### src/rtl/fetch_stage_if.sv
// +--------------------------------------------------------------------+
// | fetch_stage_if : handshake/bus bundle between fetch and pipeline   |
// | Rev 1.0                                                            |
// +--------------------------------------------------------------------+
`default_nettype none

interface fetch_stage_if #(
  parameter int PC_WIDTH    = 32,
  parameter int INSTR_WIDTH = 32
);
  logic                   StallF_i;
  logic                   StallD_i;
  logic                   FlushD_i;
  logic [INSTR_WIDTH-1:0] InstrF_i;
  logic                   ResolveE_i;
  logic                   ActualTakenE_i;
  logic                   PredTakenE_i;
  logic [PC_WIDTH-1:0]    PCE_i;
  logic [PC_WIDTH-1:0]    PCTargetE_i;
  logic [PC_WIDTH-1:0]    PCPlus4E_i;

  logic [PC_WIDTH-1:0]    PCF_o;
  logic [INSTR_WIDTH-1:0] InstrD_o;
  logic [PC_WIDTH-1:0]    PCD_o;
  logic [PC_WIDTH-1:0]    PCPlus4D_o;
  logic                   PredTakenD_o;
  logic                   MispredictE_o;

  modport master (
    output StallF_i, StallD_i, FlushD_i, InstrF_i,
    output ResolveE_i, ActualTakenE_i, PredTakenE_i,
    output PCE_i, PCTargetE_i, PCPlus4E_i,
    input  PCF_o, InstrD_o, PCD_o, PCPlus4D_o, PredTakenD_o, MispredictE_o
  );

  modport slave (
    input  StallF_i, StallD_i, FlushD_i, InstrF_i,
    input  ResolveE_i, ActualTakenE_i, PredTakenE_i,
    input  PCE_i, PCTargetE_i, PCPlus4E_i,
    output PCF_o, InstrD_o, PCD_o, PCPlus4D_o, PredTakenD_o, MispredictE_o
  );
endinterface

`default_nettype wire

### src/rtl/fetch_stage.sv
// +--------------------------------------------------------------------+
// | fetch_stage : PC register, optional BHT/BTB predictor, F/D register |
// | Predictor enabled by defining FETCH_BRANCH_PREDICT_EN. Rev 1.0      |
// +--------------------------------------------------------------------+
`default_nettype none

module fetch_stage #(
  parameter int                  PC_WIDTH    = 32,
  parameter int                  INSTR_WIDTH = 32,
  parameter int                  BHT_ENTRIES = 16,
  parameter logic [PC_WIDTH-1:0] RESET_PC    = '0
) (
  input  logic          clk_i,
  input  logic          rst_i,
  fetch_stage_if.slave  bus
);

  localparam logic [INSTR_WIDTH-1:0] NOP_INSTR = INSTR_WIDTH'(32'h0000_0013);

  logic [PC_WIDTH-1:0]    pcf_q;
  logic [PC_WIDTH-1:0]    pc_plus4_f;
  logic [PC_WIDTH-1:0]    pc_next;
  logic                   pred_taken_f;
  logic [PC_WIDTH-1:0]    pred_target_f;
  logic                   mispredict;
  logic [INSTR_WIDTH-1:0] instr_d_q;
  logic [PC_WIDTH-1:0]    pc_d_q;
  logic [PC_WIDTH-1:0]    pc_plus4_d_q;
  logic                   pred_d_q;
  logic                   unused_pce_bits;

  assign pc_plus4_f = pcf_q + PC_WIDTH'(4);
  assign mispredict = bus.ResolveE_i & (bus.ActualTakenE_i != bus.PredTakenE_i);

`ifdef FETCH_BRANCH_PREDICT_EN
  localparam int IDX   = $clog2(BHT_ENTRIES);
  localparam int TAG_W = PC_WIDTH - IDX - 2;

  logic [BHT_ENTRIES-1:0] valid_q;
  logic [TAG_W-1:0]       tag_q    [BHT_ENTRIES];
  logic [PC_WIDTH-1:0]    target_q [BHT_ENTRIES];
  logic [1:0]             ctr_q    [BHT_ENTRIES];

  logic [IDX-1:0]   lk_idx;
  logic [IDX-1:0]   up_idx;
  logic [TAG_W-1:0] up_tag;
  logic             up_hit;

  assign lk_idx = pcf_q[IDX+1:2];
  assign up_idx = bus.PCE_i[IDX+1:2];
  assign up_tag = bus.PCE_i[PC_WIDTH-1:IDX+2];
  assign up_hit = valid_q[up_idx] && (tag_q[up_idx] == up_tag);

  // Read the arrays before this edge's update lands, so a same-cycle
  // lookup of the entry being trained sees its old contents.
  assign pred_taken_f  = valid_q[lk_idx] && (tag_q[lk_idx] == pcf_q[PC_WIDTH-1:IDX+2])
                         && ctr_q[lk_idx][1];
  assign pred_target_f = target_q[lk_idx];
  assign unused_pce_bits = ^bus.PCE_i[1:0];

  always_ff @(posedge clk_i) begin
    if (rst_i) begin
      valid_q <= '0;
      for (int i = 0; i < BHT_ENTRIES; i++) ctr_q[i] <= 2'b01;
    end else if (bus.ResolveE_i) begin
      if (up_hit) begin
        if (bus.ActualTakenE_i) begin
          if (ctr_q[up_idx] != 2'b11) ctr_q[up_idx] <= ctr_q[up_idx] + 2'd1;
          target_q[up_idx] <= bus.PCTargetE_i;
        end else if (ctr_q[up_idx] != 2'b00) begin
          ctr_q[up_idx] <= ctr_q[up_idx] - 2'd1;
        end
      end else if (bus.ActualTakenE_i) begin
        valid_q[up_idx]  <= 1'b1;
        tag_q[up_idx]    <= up_tag;
        target_q[up_idx] <= bus.PCTargetE_i;
        ctr_q[up_idx]    <= 2'b10;
      end
    end
  end
`else
  assign pred_taken_f    = 1'b0;
  assign pred_target_f   = pc_plus4_f;
  assign unused_pce_bits = ^bus.PCE_i;
`endif

  always_comb begin
    pc_next = pc_plus4_f;
    if (mispredict)        pc_next = bus.ActualTakenE_i ? bus.PCTargetE_i : bus.PCPlus4E_i;
    else if (bus.StallF_i) pc_next = pcf_q;
    else if (pred_taken_f) pc_next = pred_target_f;
  end

  always_ff @(posedge clk_i) begin
    if (rst_i) pcf_q <= RESET_PC;
    else       pcf_q <= pc_next;
  end

  always_ff @(posedge clk_i) begin
    if (rst_i || bus.FlushD_i || mispredict) begin
      instr_d_q    <= NOP_INSTR;
      pc_d_q       <= '0;
      pc_plus4_d_q <= '0;
      pred_d_q     <= 1'b0;
    end else if (!bus.StallD_i) begin
      instr_d_q    <= bus.InstrF_i;
      pc_d_q       <= pcf_q;
      pc_plus4_d_q <= pc_plus4_f;
      pred_d_q     <= pred_taken_f;
    end
  end

  assign bus.PCF_o         = pcf_q;
  assign bus.InstrD_o      = instr_d_q;
  assign bus.PCD_o         = pc_d_q;
  assign bus.PCPlus4D_o    = pc_plus4_d_q;
  assign bus.PredTakenD_o  = pred_d_q;
  assign bus.MispredictE_o = mispredict;

endmodule

`default_nettype wire
### src/flat_wrapper.sv
// flat-port wrapper written by rule: the top's interface ports become plain ports
module fetch_stage_flat 
#(
  parameter int                  PC_WIDTH    = 32,
  parameter int                  INSTR_WIDTH = 32,
  parameter int                  BHT_ENTRIES = 16,
  parameter logic [PC_WIDTH-1:0] RESET_PC    = '0
)
  (clk_i, rst_i, bus_StallF_i, bus_StallD_i, bus_FlushD_i, bus_InstrF_i, bus_ResolveE_i, bus_ActualTakenE_i, bus_PredTakenE_i, bus_PCE_i, bus_PCTargetE_i, bus_PCPlus4E_i, bus_PCF_o, bus_InstrD_o, bus_PCD_o, bus_PCPlus4D_o, bus_PredTakenD_o, bus_MispredictE_o);
  fetch_stage_if #(.PC_WIDTH(PC_WIDTH), .INSTR_WIDTH(INSTR_WIDTH)) bus_i ();
  input  logic clk_i;
  input  logic rst_i;
  input wire logic [$bits(bus_i.StallF_i)-1:0] bus_StallF_i;
  input wire logic [$bits(bus_i.StallD_i)-1:0] bus_StallD_i;
  input wire logic [$bits(bus_i.FlushD_i)-1:0] bus_FlushD_i;
  input wire logic [$bits(bus_i.InstrF_i)-1:0] bus_InstrF_i;
  input wire logic [$bits(bus_i.ResolveE_i)-1:0] bus_ResolveE_i;
  input wire logic [$bits(bus_i.ActualTakenE_i)-1:0] bus_ActualTakenE_i;
  input wire logic [$bits(bus_i.PredTakenE_i)-1:0] bus_PredTakenE_i;
  input wire logic [$bits(bus_i.PCE_i)-1:0] bus_PCE_i;
  input wire logic [$bits(bus_i.PCTargetE_i)-1:0] bus_PCTargetE_i;
  input wire logic [$bits(bus_i.PCPlus4E_i)-1:0] bus_PCPlus4E_i;
  output wire logic [$bits(bus_i.PCF_o)-1:0] bus_PCF_o;
  output wire logic [$bits(bus_i.InstrD_o)-1:0] bus_InstrD_o;
  output wire logic [$bits(bus_i.PCD_o)-1:0] bus_PCD_o;
  output wire logic [$bits(bus_i.PCPlus4D_o)-1:0] bus_PCPlus4D_o;
  output wire logic [$bits(bus_i.PredTakenD_o)-1:0] bus_PredTakenD_o;
  output wire logic [$bits(bus_i.MispredictE_o)-1:0] bus_MispredictE_o;
  assign bus_i.StallF_i = bus_StallF_i;
  assign bus_i.StallD_i = bus_StallD_i;
  assign bus_i.FlushD_i = bus_FlushD_i;
  assign bus_i.InstrF_i = bus_InstrF_i;
  assign bus_i.ResolveE_i = bus_ResolveE_i;
  assign bus_i.ActualTakenE_i = bus_ActualTakenE_i;
  assign bus_i.PredTakenE_i = bus_PredTakenE_i;
  assign bus_i.PCE_i = bus_PCE_i;
  assign bus_i.PCTargetE_i = bus_PCTargetE_i;
  assign bus_i.PCPlus4E_i = bus_PCPlus4E_i;
  assign bus_PCF_o = bus_i.PCF_o;
  assign bus_InstrD_o = bus_i.InstrD_o;
  assign bus_PCD_o = bus_i.PCD_o;
  assign bus_PCPlus4D_o = bus_i.PCPlus4D_o;
  assign bus_PredTakenD_o = bus_i.PredTakenD_o;
  assign bus_MispredictE_o = bus_i.MispredictE_o;
  fetch_stage #(.PC_WIDTH(PC_WIDTH), .INSTR_WIDTH(INSTR_WIDTH), .BHT_ENTRIES(BHT_ENTRIES), .RESET_PC(RESET_PC)) u_core (.clk_i(clk_i), .rst_i(rst_i), .bus(bus_i));
endmodule
### config.mk
export PLATFORM = sky130hd
export DESIGN_NAME = fetch_stage_flat
export DESIGN_NICKNAME = d
export VERILOG_FILES = /design/src/rtl/fetch_stage_if.sv /design/src/rtl/fetch_stage.sv /design/src/flat_wrapper.sv
export SDC_FILE = /design/constraint.sdc
export NUM_CORES = 1
export LEC_CHECK = 0
export BUFFER_PORTS_ARGS = -buffer_cell sky130_fd_sc_hd__buf_4
export CORE_ASPECT_RATIO = 1.25
export CORE_UTILIZATION = 52
export CTS_BUF_LIST = sky130_fd_sc_hd__clkbuf_4 sky130_fd_sc_hd__clkbuf_8
export CTS_CLUSTER_DIAMETER = 50
export DETAILED_ROUTE_END_ITERATION = 6
export GPL_ROUTABILITY_DRIVEN = 0
export PLACE_DENSITY_LB_ADDON = 0.05
export SLEW_MARGIN = 10
export SYNTH_ARGS = -nofsm -noshare
export SYNTH_HDL_FRONTEND = slang
export SYNTH_SLANG_ARGS = --single-unit
### constraint.sdc
create_clock -name clk_i -period 3.9 [get_ports clk_i]
set_input_delay 0.195 -clock clk_i [delete_from_list [all_inputs] [get_ports clk_i]]
set_output_delay 0.195 -clock clk_i [all_outputs]
set_load 0.02 [all_outputs]
# After elaboration in Yosys (flattened, before gate mapping)
# Index checks and enable logic that the tools add are counted.
[totals] register_bits=128 word_cells=13
[op_classes] addsub=1 eq_ne=2 muxes=3 bitwise=1 reduce_logical=2
[ops] op="$mux W32" n=3
[ops] op="$add A32 B3 Y32 const B" n=1
[ops] op="$logic_or A1 B1 Y1" n=2
[ops] op="$ne A2 B1 Y1 const B" n=1
[ops] op="$and A1 B1 Y1" n=1
[ops] op="$ne A1 B1 Y1" n=1

# Longest topological paths before layout
# Gate-level depths: netlist of the first run.
[logic_depth] word_depth=3 mapped_depth=8

# Least setup slack after synthesis of the first run
# Ideal clock, no wire load.
[synth_path] path_type="register to register" start="reg u_core.pcf_q[2], in the netlist u_core.bus.PCF_o[2]" end="reg u_core.pcf_q[16], in the netlist u_core.bus.PCF_o[16]" arrival_ns=1.964 t_required_ns=3.814 path_slack_ns=1.851 stages_incl_launch_ff=7 n_path_buf=0 synth_period_minus_slack_ns=2.049 path_cell_list="dfxtp_1 > ha_1 > nand4_1 > nor2_1 > nand3_1 > xor2_1 > a211oi_1"
[synth_via] elab_chain_cells=3
[synth_lines] element="start, declared" line_no="fetch_stage.sv:20" rtl="logic [PC_WIDTH-1:0] pcf_q;"
[synth_lines] element="start signal, assigned" line_no="fetch_stage.sv:96" rtl="else pcf_q <= pc_next;"
[synth_lines] element="$add A32 B3 Y32" line_no="fetch_stage.sv:32" rtl="assign pc_plus4_f = pcf_q + PC_WIDTH'(4);"
[synth_lines] element="$mux W32" line_no="fetch_stage.sv:90" rtl="else if (bus.StallF_i) pc_next = pcf_q;"
[synth_lines] element="$mux W32" line_no="fetch_stage.sv:89" rtl="if (mispredict) pc_next = bus.ActualTakenE_i ? bus.PCTargetE_i : bus.PCPlus4E_i;"
# No other way between the ends. The select of a mux whose other input is x is not followed.
# A chain may end at the register's enable or synchronous reset.

# Worst setup path in the final report of the first run
[layout_path] start="reg u_core.pcf_q[2], in the netlist u_core.bus.PCF_o[2]" end="reg u_core.pcf_q[22], in the netlist u_core.bus.PCF_o[22]"
# Same word-level chain as after synthesis.

==> summary.md, run 1 <==
| Metric | Value |
|---|---|
| FMAX | `0.397 GHz` |
| Synthesized area per cell | `9.12 sq um` |
| Syn Inst Count | `roughly 630` |
| Final Instance Count excl. Fillers | `998` |
| Setup Viol. Count Final | `0` |
| Max-cap violations | `0` |
| CP Launch Type | `register` |
| Async S/R FF share, synth | `0` |
| Fin util | `0.759` |
| Post-synth EDFFs | `0` |
| WL final | `16300 microns` |
| Most common cell in the netlist | `dfxtp_1` |
| Drc violations | `0` |
| Post-synth top area cell | `dfxtp_1` |
| Clk_lat worst skew | `0.42 ns` |
| Fill cell count | `783` |
| Flop pwr share | `0.465` |
| Port Buffer Count | `232` |
| Pleak | `~3.5 nW` |
| First-pass GRT wire length | `approximately 25000 microns` |
| Vias | `approximately 5400` |
| Final TNS setup | `0 ns` |
| Hold Vio Cnt, Final | `0` |
| Synth Flop Type | `dfxtp_1` |
| Crit. End Element | `register` |
| Internal | `0.00219 W` |
| Tightest Pin Transition | `1.07 ns` |
| Largest net degree at the start of global routing | `64` |
| Crit path kind | `reg2reg` |
| Worst Path Arrival | `2.86 ns` |
| Largest stage delay, worst path | `0.59 ns` |
| Clock Pin Slew Worst Setup and Hold Paths | `about 0.07 ns` |
| Drt wl/cell | `roughly 16 microns` |
| Die Y | `approximately 120 microns` |
| Via/cell ratio | `5.37` |
| Headroom to the max-slew limit | `0.282` |
| Die width | `96.2 microns` |
| Psw | `0.000878 W` |
| Ant diodes | `0` |
| Die area | `0.0115 sq mm` |
| Grt ovf | `0` |
| TritonCTS clock tree | `done` |
| Count of cell types in the netlist | `35` |
| Switching Share | `0.286` |
| Syn. warnings | `0` |
| Placed cells | `943` |
| Critical-path maximum fanout | `8` |
| Drt first pass iters | `5` |
| Yosys top cell area share | `0.438` |
| Crit path buf inv count | `0` |
| Reg-to-reg critical path startpoint | `u_core.bus.PCF_o[2]$_SDFFE_PP0P_` |
| Vias in the first global route | `5001` |
| Pwr Density | `379 mW/mm^2` |
| H-tree depth | `4` |
| Minimum clock period | `between 2 and 3 ns` |
| Status | `complete, no violations` |
| Dpl ws | `1.36 ns` |
| Top cells by area, synth | `dfxtp_1, mux2i_1, a211oi_1` |
| Total CTS buffers | `17` |
| Nets@finish | `990` |
| Top cells by count, synth | `dfxtp_1, nor2_1, mux2i_1` |
| Number of synthesized register bits | `approximately 130` |
| Synthesized Nets | `769` |
| Final antenna-violating net count | `0` |
| Comb pwr share | `0.165` |
| Final HPWL DP | `11600 microns` |
| Layout area overhead | `40.4%` |
| Clock share of power | `0.370` |
| Core Area | `0.0107 sq mm` |
| DR iter-0 viols | `217` |
| VDD IR max | `0.000270 V` |
| Root Driver | `clkbuf_8` |
| CP required | `4.24 ns` |
| Cell Rows | `42` |
| Final Cycle Share | `0.647` |
| Clk buf depth | `2` |
| Total Power | `just over 0.003 W` |
| Initial antenna violation count | `0` |
| Share of cells above drive strength 1 | `0.324` |
| Slowest-stage cell, CP | `nor2_1` |
| Unrepaired setup endpoints after global routing | `no` |
| Sequential share of the synthesized area | `0.438` |
| Synth Cell Area | `about 0.0058 sq mm` |
| Critical path's top delay family | `simple AND/OR/NAND/NOR gates` |
| Clock Skew | `about 0.0096 ns` |
| CP startpoint | `u_core.bus.PCF_o[2]$_SDFFE_PP0P_` |
| Max Transition Viols Final | `0` |
| IO Pins | `266` |
| Hold Crit Start | `bus_InstrF_i[27]` |
| GR Util All Layers | `0.283` |
| Clock Sinks | `126` |
| Final worst-path setup slack | `1.38 ns` |
| Initial core utilization | `0.540` |
| HP Class | `in2reg` |
| Cells along the critical path | `ha_1 -> nand4_1 -> nor2_1 -> nand3_1 -> xor2_1 -> a211oi_1` |
## sequential cells by signal (all words and copies together) (netlist names)
signal                 cells
u_core.bus.PCF_o          32
u_core.bus.InstrD_o       32
u_core.bus.PCPlus4D_o     32
u_core.bus.PCD_o          30
## per-layer routing
layer | routed length (microns) | global-route usage | share of wire | up-vias
li1 | - | - | - | 2635
met5 | 0 | 0 | 0 | -
met2 | 8620 | 0.509 | 0.53 | 199
met4 | 522 | 0.121 | 0.032 | 0
met3 | 950 | 0.0640 | 0.058 | 36
met1 | 6240 | 0.310 | 0.38 | 2488
## power groups by stage
stage / clock [W] / sequential (W) / combinational (W)
after floorplan: 0 / 0.00148 / 0.000240
after global placement: 0 / 0.00145 / 0.000476
after detailed placement: 0 / 0.00146 / 0.000486
after CTS: 0.00115 / 0.00143 / 0.000507
after global routing: 0.00121 / 0.00144 / 0.000544
final: 0.00114 / 0.00143 / 0.000506
## final cells by class
cell class                      count  area, sq um  share of cell area
Sequential cell                   126         2520               0.312
Timing Repair Buffer              259         2000               0.247
Multi-Input combinational cell    442         2980               0.368
Clock inverter                     13          141              0.0175
Inverter                            7         26.3             0.00325
Tap cell                          132          165              0.0204
Clock buffer                       19          262              0.0323
## placed cells by master, fill, tap and decap left out, drive strengths merged, types with 6 or more instances in the layout
cell type,instances
nand4,18
dlygate4sd3,23
inv,6
mux2i,77
o21ai,22
clkbuf,19
nor2,96
nor3,11
buf,236
clkinv,9
nand3,15
xor2,37
a21oi,26
xnor2,21
dfxtp,126
nand2,22
nor2b,25
a211oi,56
## what timing repair did
action,CTS,global route
gates resized for setup,0,0
hold buffers,22,1
hold endpoints to repair,22,1
setup buffers,0,0
## per-stage QoR
stage	hold slack (ns)	instance area [sq um]
after global placement	0.411	7460
after floorplan	0.320	5770
final	0.0179	8100
after global routing	0.00264	8100
after CTS	0.00151	8090
after detailed placement	0.425	7460
## kinds of logic after synthesis
logic type	share of synthesized area
AO/OA/AOI/OAI	0.115
XOR/XNOR	0.0881
adder cells (fa/ha/maj)	0.00217
buffers and inverters	0.0475
flip-flops	0.438
multiplexers	0.134
other	0.000650
AND/OR/NAND/NOR	0.176
## worst register-to-register path: stages, from the launching register on
cell	delay, ns
dfxtp_1	0.52
ha_1	0.31
nand4_1	0.33
nor2_1	0.59
nand3_1	0.25
xor2_1	0.19
a211oi_1	0.24
## final timing paths
kind	endpoint	slack (ns)	depth (start not counted)
max	u_core.bus.PCF_o[22]$_SDFFE_PP0P_	1.38	6
min	u_core.bus.InstrD_o[27]$_SDFFE_PP0N_	0.02	3
max reg2reg	u_core.bus.PCF_o[22]$_SDFFE_PP0P_	1.38	6
min reg2reg	u_core.bus.InstrD_o[0]$_SDFFE_PP1N_	0.49	2
No activity file was read; power rests on OpenSTA's default activity.
==> inputs of run 2 (changes only) <==
- ABC_AREA: not set -> 1
- CORE_UTILIZATION: 52 -> 44
- clock period: 3.9 -> 2 ns (I/O delays scaled with it)
==> summary.md, run 2 <==
| Metric | Value |
|---|---|
| Status | `complete, no violations` |
| Sequential share of the synthesized area | `0.421` |
| Clk buf depth | `2` |
| DR iter-0 viols | `408` |
| H-tree depth | `4` |
| Vias | `6233` |
| Initial antenna violation count | `0` |
| Clock Skew | `0.0116 ns` |
| WL final | `18000 microns` |
| Synth Area in Compound Gates | `0.142` |
| Syn. warnings | `0` |
| Max Transition Viols Final | `0` |
| Async S/R FF share, synth | `0` |
| Port Buffer Count | `232` |
| Crit path kind | `reg2reg` |
| Headroom to the max-slew limit | `0.651` |
| Drt first pass iters | `7` |
| TritonCTS clock tree | `done` |
| CP Launch Type | `register` |
| Total CTS buffers | `17` |
| GR Layer Usage met3 | `0.0527` |
| Clock Sinks | `126` |
| Buffer count from post-CTS setup fixing | `0` |
| Cell Rows | `47` |
| CP startpoint | `u_core.bus.PCF_o[2]$_SDFFE_PP0P_` |
| Most common cell in the netlist | `nand2_1` |
| HP Class | `in2reg` |
| Top cells by count, synth | `nand2_1, nor2_1, dfxtp_1` |
| Synth Cell Area | `0.00599 sq mm` |
| IO Pins | `266` |
| Drc violations | `0` |
| Setup Viol. Count Final | `0` |
| Final TNS setup | `0 ns` |
| Vias in the first global route | `5805` |
| Die area | `0.0141 sq mm` |
| Ant diodes | `0` |
| Met2 Track Usage GR | `0.391` |
| Synthesized area per cell | `6.67 sq um` |
| Synthesized Nets | `1036` |
| First-pass GRT wire length | `28700 microns` |
| Yosys top cell area share | `0.421` |
| Die Y | `132 microns` |
| Layout area overhead | `43.6%` |
| Pwr Density | `696 mW/mm^2` |
| Synth Flop Type | `dfxtp_1` |
| VDD IR max | `0.000408 V` |
| Mux share of post-synthesis cell area | `0` |
| Largest net degree at the start of global routing | `56` |
| Core Area | `about 0.013 sq mm` |
| Count of cell types in the netlist | `32` |
| Final HPWL DP | `12900 microns` |
| Hold Vio Cnt, Final | `0` |
| Die width | `roughly 110 microns` |
| Largest family of logic cells by synthesized area | `simple AND/OR/NAND/NOR gates` |
| Unrepaired setup endpoints after global routing | `no` |
| Post-synth top area cell | `dfxtp_1` |
| Critical-path maximum fanout | `5` |
| Number of synthesized register bits | `126` |
| Root Driver | `clkbuf_8` |
| Final Instance Count excl. Fillers | `between 1000 and 1500` |
| Hold Crit Start | `bus_FlushD_i` |
| CP required | `about 2.4 ns` |
| FMAX | `between 0.5 and 0.6 GHz` |
| Final Cycle Share | `0.863` |
| Syn Inst Count | `899` |
| Top cells by area, synth | `dfxtp_1, nand2_1, nor2_1` |
| Initial core utilization | `0.451` |
| Crit. End Element | `register` |
| Via/cell ratio | `4.67` |
| Fill cell count | `1291` |
| Clk_lat worst skew | `0.44 ns` |
| Clock Pin Slew Worst Setup and Hold Paths | `approximately 0.07 ns` |
| Commonest cells after routing, fill and taps aside | `nand2_1, buf_4, nor2_1, dfxtp_1, a21oi_1` |
| CTS resizes | `0` |
| Adder-cell share of the synthesized area | `0.00209` |
| Met1 usage | `0.357` |
| Pleak | `4.07 nW` |
| GR Util All Layers | `0.258` |
| Nets@finish | `1289` |
| Post-synth EDFFs | `0` |
| Drt wl/cell | `approximately 14 microns` |
| CTS Hold Bufs | `37` |
| Synth Area in XOR/XNOR | `0.0219` |
| Seq. cell area | `~0.0025 sq mm` |
| Grt ovf | `0` |
| Footprint of the multi-input gates | `0.00288 sq mm` |
| Share of cells above drive strength 1 | `0.269` |
| Placed cells | `1267` |
| Grt peak-use layer | `met2` |
| Final antenna-violating net count | `0` |
| Commonest non-fill, non-tap cell in the layout | `nand2_1` |
| Worst Path Arrival | `roughly 2.1 ns` |
| Max-cap violations | `0` |
| Minimum clock period | `1.73 ns` |
| Tightest Pin Transition | `approximately 0.52 ns` |
| Reg-to-reg critical path startpoint | `u_core.bus.PCF_o[2]$_SDFFE_PP0P_` |
| Post-synthesis simple-gate area fraction | `0.313` |
run 2: cell count changes after synthesis, sizes merged, moves of 10 or more:
cell    before  now
a21oi       26   86
a211oi      56    0
mux2i       77    0
clkbuf      38   26
nand4       18    0
xnor2       21    4
nor3        11    1
inv          7   88
xor2        37   11
nor2b       25    0
nand2       22  261
nor2        96  176
o31ai        0   18
o21ai       22   33
run 2: path summary, 6_finish.rpt:
check | endpoint | slack, ns | depth (start not counted)
setup reg to reg | u_core.bus.PCF_o[16]$_SDFFE_PP0P_ | 0.27 | 8
hold / removal | u_core.bus.PCD_o[31]$_SDFFE_PP0N_ | 0.02 | 4
setup / recovery | u_core.bus.PCF_o[16]$_SDFFE_PP0P_ | 0.27 | 8
hold reg to reg | u_core.bus.InstrD_o[26]$_SDFFE_PP0N_ | 0.46 | 2
run 2: per-layer routing:
layer  vias up  wire [microns]  share of wire
li1       3299               -              -
met1      2683            8690           0.48
met2       221            7880           0.44
met3        30            1080          0.060
met4         0             399          0.022
met5         -               0              0
run 2: final cells by class:
cell class                      instances  share of cell area
Clock inverter                         13              0.0193
Tap cell                              171              0.0249
Multi-Input combinational cell        634               0.334
Inverter                               88              0.0387
Clock buffer                           18              0.0288
Timing Repair Buffer                  285               0.261
Sequential cell                       126               0.293
run 2: power breakdown:
part	internal (W)	leakage [nW]	total (W)	switching [W]
Combinational	0.000440	2.84	0.000986	0.000545
Clock	0.00126	0.201	0.00231	0.00105
Sequential	0.00259	1.02	0.00269	0.0000948
run 2: cell families after synthesis:
logic type                 Yosys count
adders and majority gates            1
other                                1
and+or+nand+nor                    465
xor gates and xnor gates            15
buffers and inverters              139
AOI/OAI and AO/OA                  152
DFF                                126
run 2: critical path, cell delays in order, from the launching register on:
cell	delay (ns)
dfxtp_1	0.42
ha_1	0.21
nand2_1	0.09
nor2_4	0.17
nand2_2	0.09
nor2_2	0.22
xor2_1	0.22
nand2_1	0.09
a21oi_1	0.14
run 2: metrics by stage:
step                      setup slack [ns]  cell area [sq um]  total power [W]   util  hold slack (ns)
after floorplan                      0.355               5990          0.00324      -            0.227
after global placement               0.322               7820          0.00366  0.589            0.316
after detailed placement             0.304               7820          0.00367  0.589            0.321
after CTS                            0.272               8610          0.00602  0.648          0.00467
after global routing                 0.142               8610          0.00625  0.648           0.0210
final                                0.274               8610          0.00599  0.648           0.0243
==> inputs of run 3 (changes only) <==
- CORE_UTILIZATION: 44 -> 49
- CTS_CLUSTER_SIZE: not set -> 16
- REMOVE_ABC_BUFFERS: not set -> 1
- clock period: 2 -> 1.65 ns (I/O delays scaled with it)
==> summary.md, run 3 (synthesized netlist as in run 2, its figures left out) <==
| Metric | Value |
|---|---|
| Setup Viol. Count Final | `0` |
| Port Buffer Count | `232` |
| Clock Sinks | `126` |
| DR iter-0 viols | `~310` |
| Critical-path maximum fanout | `4` |
| Pwr Density | `794 mW/mm^2` |
| Max-cap violations | `0` |
| Largest stage delay, worst path | `roughly 0.37 ns` |
| Hold Crit Start | `bus_PCPlus4E_i[7]` |
| Root Driver | `clkbuf_8` |
| Clock Pin Slew Worst Setup and Hold Paths | `0.08 ns` |
| Fill cell count | `1000` |
| Share of cells above drive strength 1 | `0.303` |
| Tightest Pin Transition | `0.561 ns` |
| VDD IR max | `0.000428 V` |
| Nets@finish | `1320` |
| FMAX | `around 0.65 GHz` |
| Final antenna-violating net count | `0` |
| Die area | `0.0127 sq mm` |
| Hold Path Stages | `3` |
| Cell Rows | `44` |
| Slowest-stage cell, CP | `dfxtp_4` |
| Clock Skew | `0.0138 ns` |
| Largest net degree at the start of global routing | `52` |
| Vias | `6645` |
| Cell Area, Placed | `roughly 0.0080 sq mm` |
| WL final | `19100 microns` |
| Final Cycle Share | `0.933` |
| Via/cell ratio | `4.90` |
| Worst Path Arrival | `1.86 ns` |
| Critical path's top delay family | `simple AND/OR/NAND/NOR gates` |
| Status | `complete, no violations` |
| Drt first pass iters | `5` |
| Minimum clock period | `1.54 ns` |
| Final worst-path setup slack | `between 0.1 and 0.15 ns` |
| CP required | `1.97 ns` |
| Drt wl/cell | `14.1 microns` |
| Hold Vio Cnt, Final | `0` |
| Worst hold slack | `between 0.015 and 0.02 ns` |
| Vias in the first global route | `6277` |
| Fin util | `0.754` |
| CP most frequent cell | `nand2_1` |
| Core Area | `0.0118 sq mm` |
| Crit path kind | `reg2reg` |
| Ant diodes | `0` |
| Cells along the critical path | `ha_4 -> nand2_2 -> nor2_4 -> nand2_4 -> nor2_4 -> nand2_1 -> nand2_1 -> nand2_1 -> o21ai_0 -> inv_1` |
| Die Y | `126 microns` |
| CP Launch Type | `register` |
| Commonest non-fill, non-tap cell in the layout | `buf_4` |
| Initial antenna violation count | `0` |
| Crit. End Element | `register` |
| First-pass GRT wire length | `between 20000 and 30000 microns` |
| RR Endpoint | `u_core.bus.PCPlus4D_o[30]$_SDFFE_PP0N_` |
| Drc violations | `0` |
| GR Util All Layers | `0.301` |
| Commonest cells after routing, fill and taps aside | `buf_4, nand2_1, nor2_1, dfxtp_1, a21oi_1` |
| Headroom to the max-slew limit | `0.625` |
| Pleak | `between 4 and 5 nW` |
| Crit path buf inv count | `1` |
| Die width | `about 100 microns` |
| Reg2Reg Setup Slack | `0.11 ns` |
| Max Transition Viols Final | `0` |
| Design area | `a little under 0.009 sq mm` |
| TritonCTS clock tree | `done` |
| Dpl ws | `0.0251 ns` |
| H-tree depth | `4` |
| Reg-to-reg critical path startpoint | `u_core.bus.PCF_o[3]$_SDFFE_PP0P_` |
| R2R depth | `10` |
| Layout area overhead | `48.3%` |
| HP Class | `in2reg` |
| WHS Endpoint | `u_core.bus.PCF_o[7]$_SDFFE_PP0P_` |
| Initial core utilization | `0.509` |
| Total CTS buffers | `17` |
| Unrepaired setup endpoints after global routing | `no` |
| Final HPWL DP | `12900 microns` |
| Clk buf depth | `2` |
| Grt ovf | `0` |
| Clk_lat worst skew | `0.43 ns` |
| IO Pins | `between 200 and 300` |
run 3: cell count changes in the layout (fill, tap and decap cells not counted), moves of 4 or more:
cell and change:
dfxtp_1 -6, nor2_4 +4, dfxtp_2 +5, nor2_1 -5, buf_4 +29, clkbuf_4 +4
run 3: how the worst max path moves through the flow:
| stage | startpoint | endpoint | slack (ns) | cells past startpoint |
|---|---|---|---|---|
| floorplan | bus_ActualTakenE_i | u_core.bus.PCPlus4D_o[19]$_SDFFE_PP0N_ | -0.80 | 8 |
| global route | u_core.bus.PCF_o[3]$_SDFFE_PP0P_ | u_core.bus.PCF_o[28]$_SDFFE_PP0P_ | 0.002 | 9 |
| global placement | u_core.bus.PCF_o[3]$_SDFFE_PP0P_ | u_core.bus.PCPlus4D_o[30]$_SDFFE_PP0N_ | 0.09 | 10 |
| CTS | u_core.bus.PCF_o[3]$_SDFFE_PP0P_ | u_core.bus.PCPlus4D_o[30]$_SDFFE_PP0N_ | 0.01 | 10 |
| detailed placement | u_core.bus.PCF_o[3]$_SDFFE_PP0P_ | u_core.bus.PCPlus4D_o[30]$_SDFFE_PP0N_ | 0.03 | 10 |
| finish | u_core.bus.PCF_o[3]$_SDFFE_PP0P_ | u_core.bus.PCPlus4D_o[30]$_SDFFE_PP0N_ | 0.11 | 10 |
run 3: power by group:
part | total [W] | switching (W) | internal, W
sequential | 0.00323 | 0.0000819 | 0.00315
clock | 0.00251 | 0.00122 | 0.00129
combinational | 0.00131 | 0.000718 | 0.000597
total | 0.00706 | 0.00202 | 0.00504
run 3: timing repair:
| item | 4_1_cts | 5_1_grt |
|---|---|---|
| pin swaps | 1 | 6 |
| endpoints found under the hold margin | 35 | 1 |
| setup endpoints to repair | 5 | 28 |
| resized for setup | 3 | 24 |
| hold buffers | 37 | 1 |
| buffers inserted | 1 | 2 |
run 3: cell type report:
class,instances,area [sq um],area share
clock buffer,22,278,0.0312
sequential,126,2530,0.285
timing repair buffer,316,2490,0.280
tap,161,201,0.0227
inverter,88,333,0.0374
clock inverter,10,90.1,0.0101
multi-input combinational,634,2960,0.333
run 3: metrics by stage:
stage	TNS, ns	power (W)	std cells
final	0	0.00706	1357
after global routing	0	0.00738	1357
after CTS	0	0.00707	1354
after detailed placement	0	0.00450	1284
after global placement	0	0.00449	1284
after floorplan	-45.67	0.00384	848
run 3: worst register-to-register path: cells and delay by family, from the launching register on:
kind | cells | cell delay [ns]
buffers and inverters | 1 | 0.06
adders and majority gates | 1 | 0.14
and+or+nand+nor | 7 | 0.70
DFF | 1 | 0.37
AOI/OAI and AO/OA | 1 | 0.16
run 3: layer usage:
metal,track usage,part of all wire
met3,0.0882,0.065
met1,0.347,0.42
met2,0.527,0.49
met5,0,0
met4,0.101,0.020
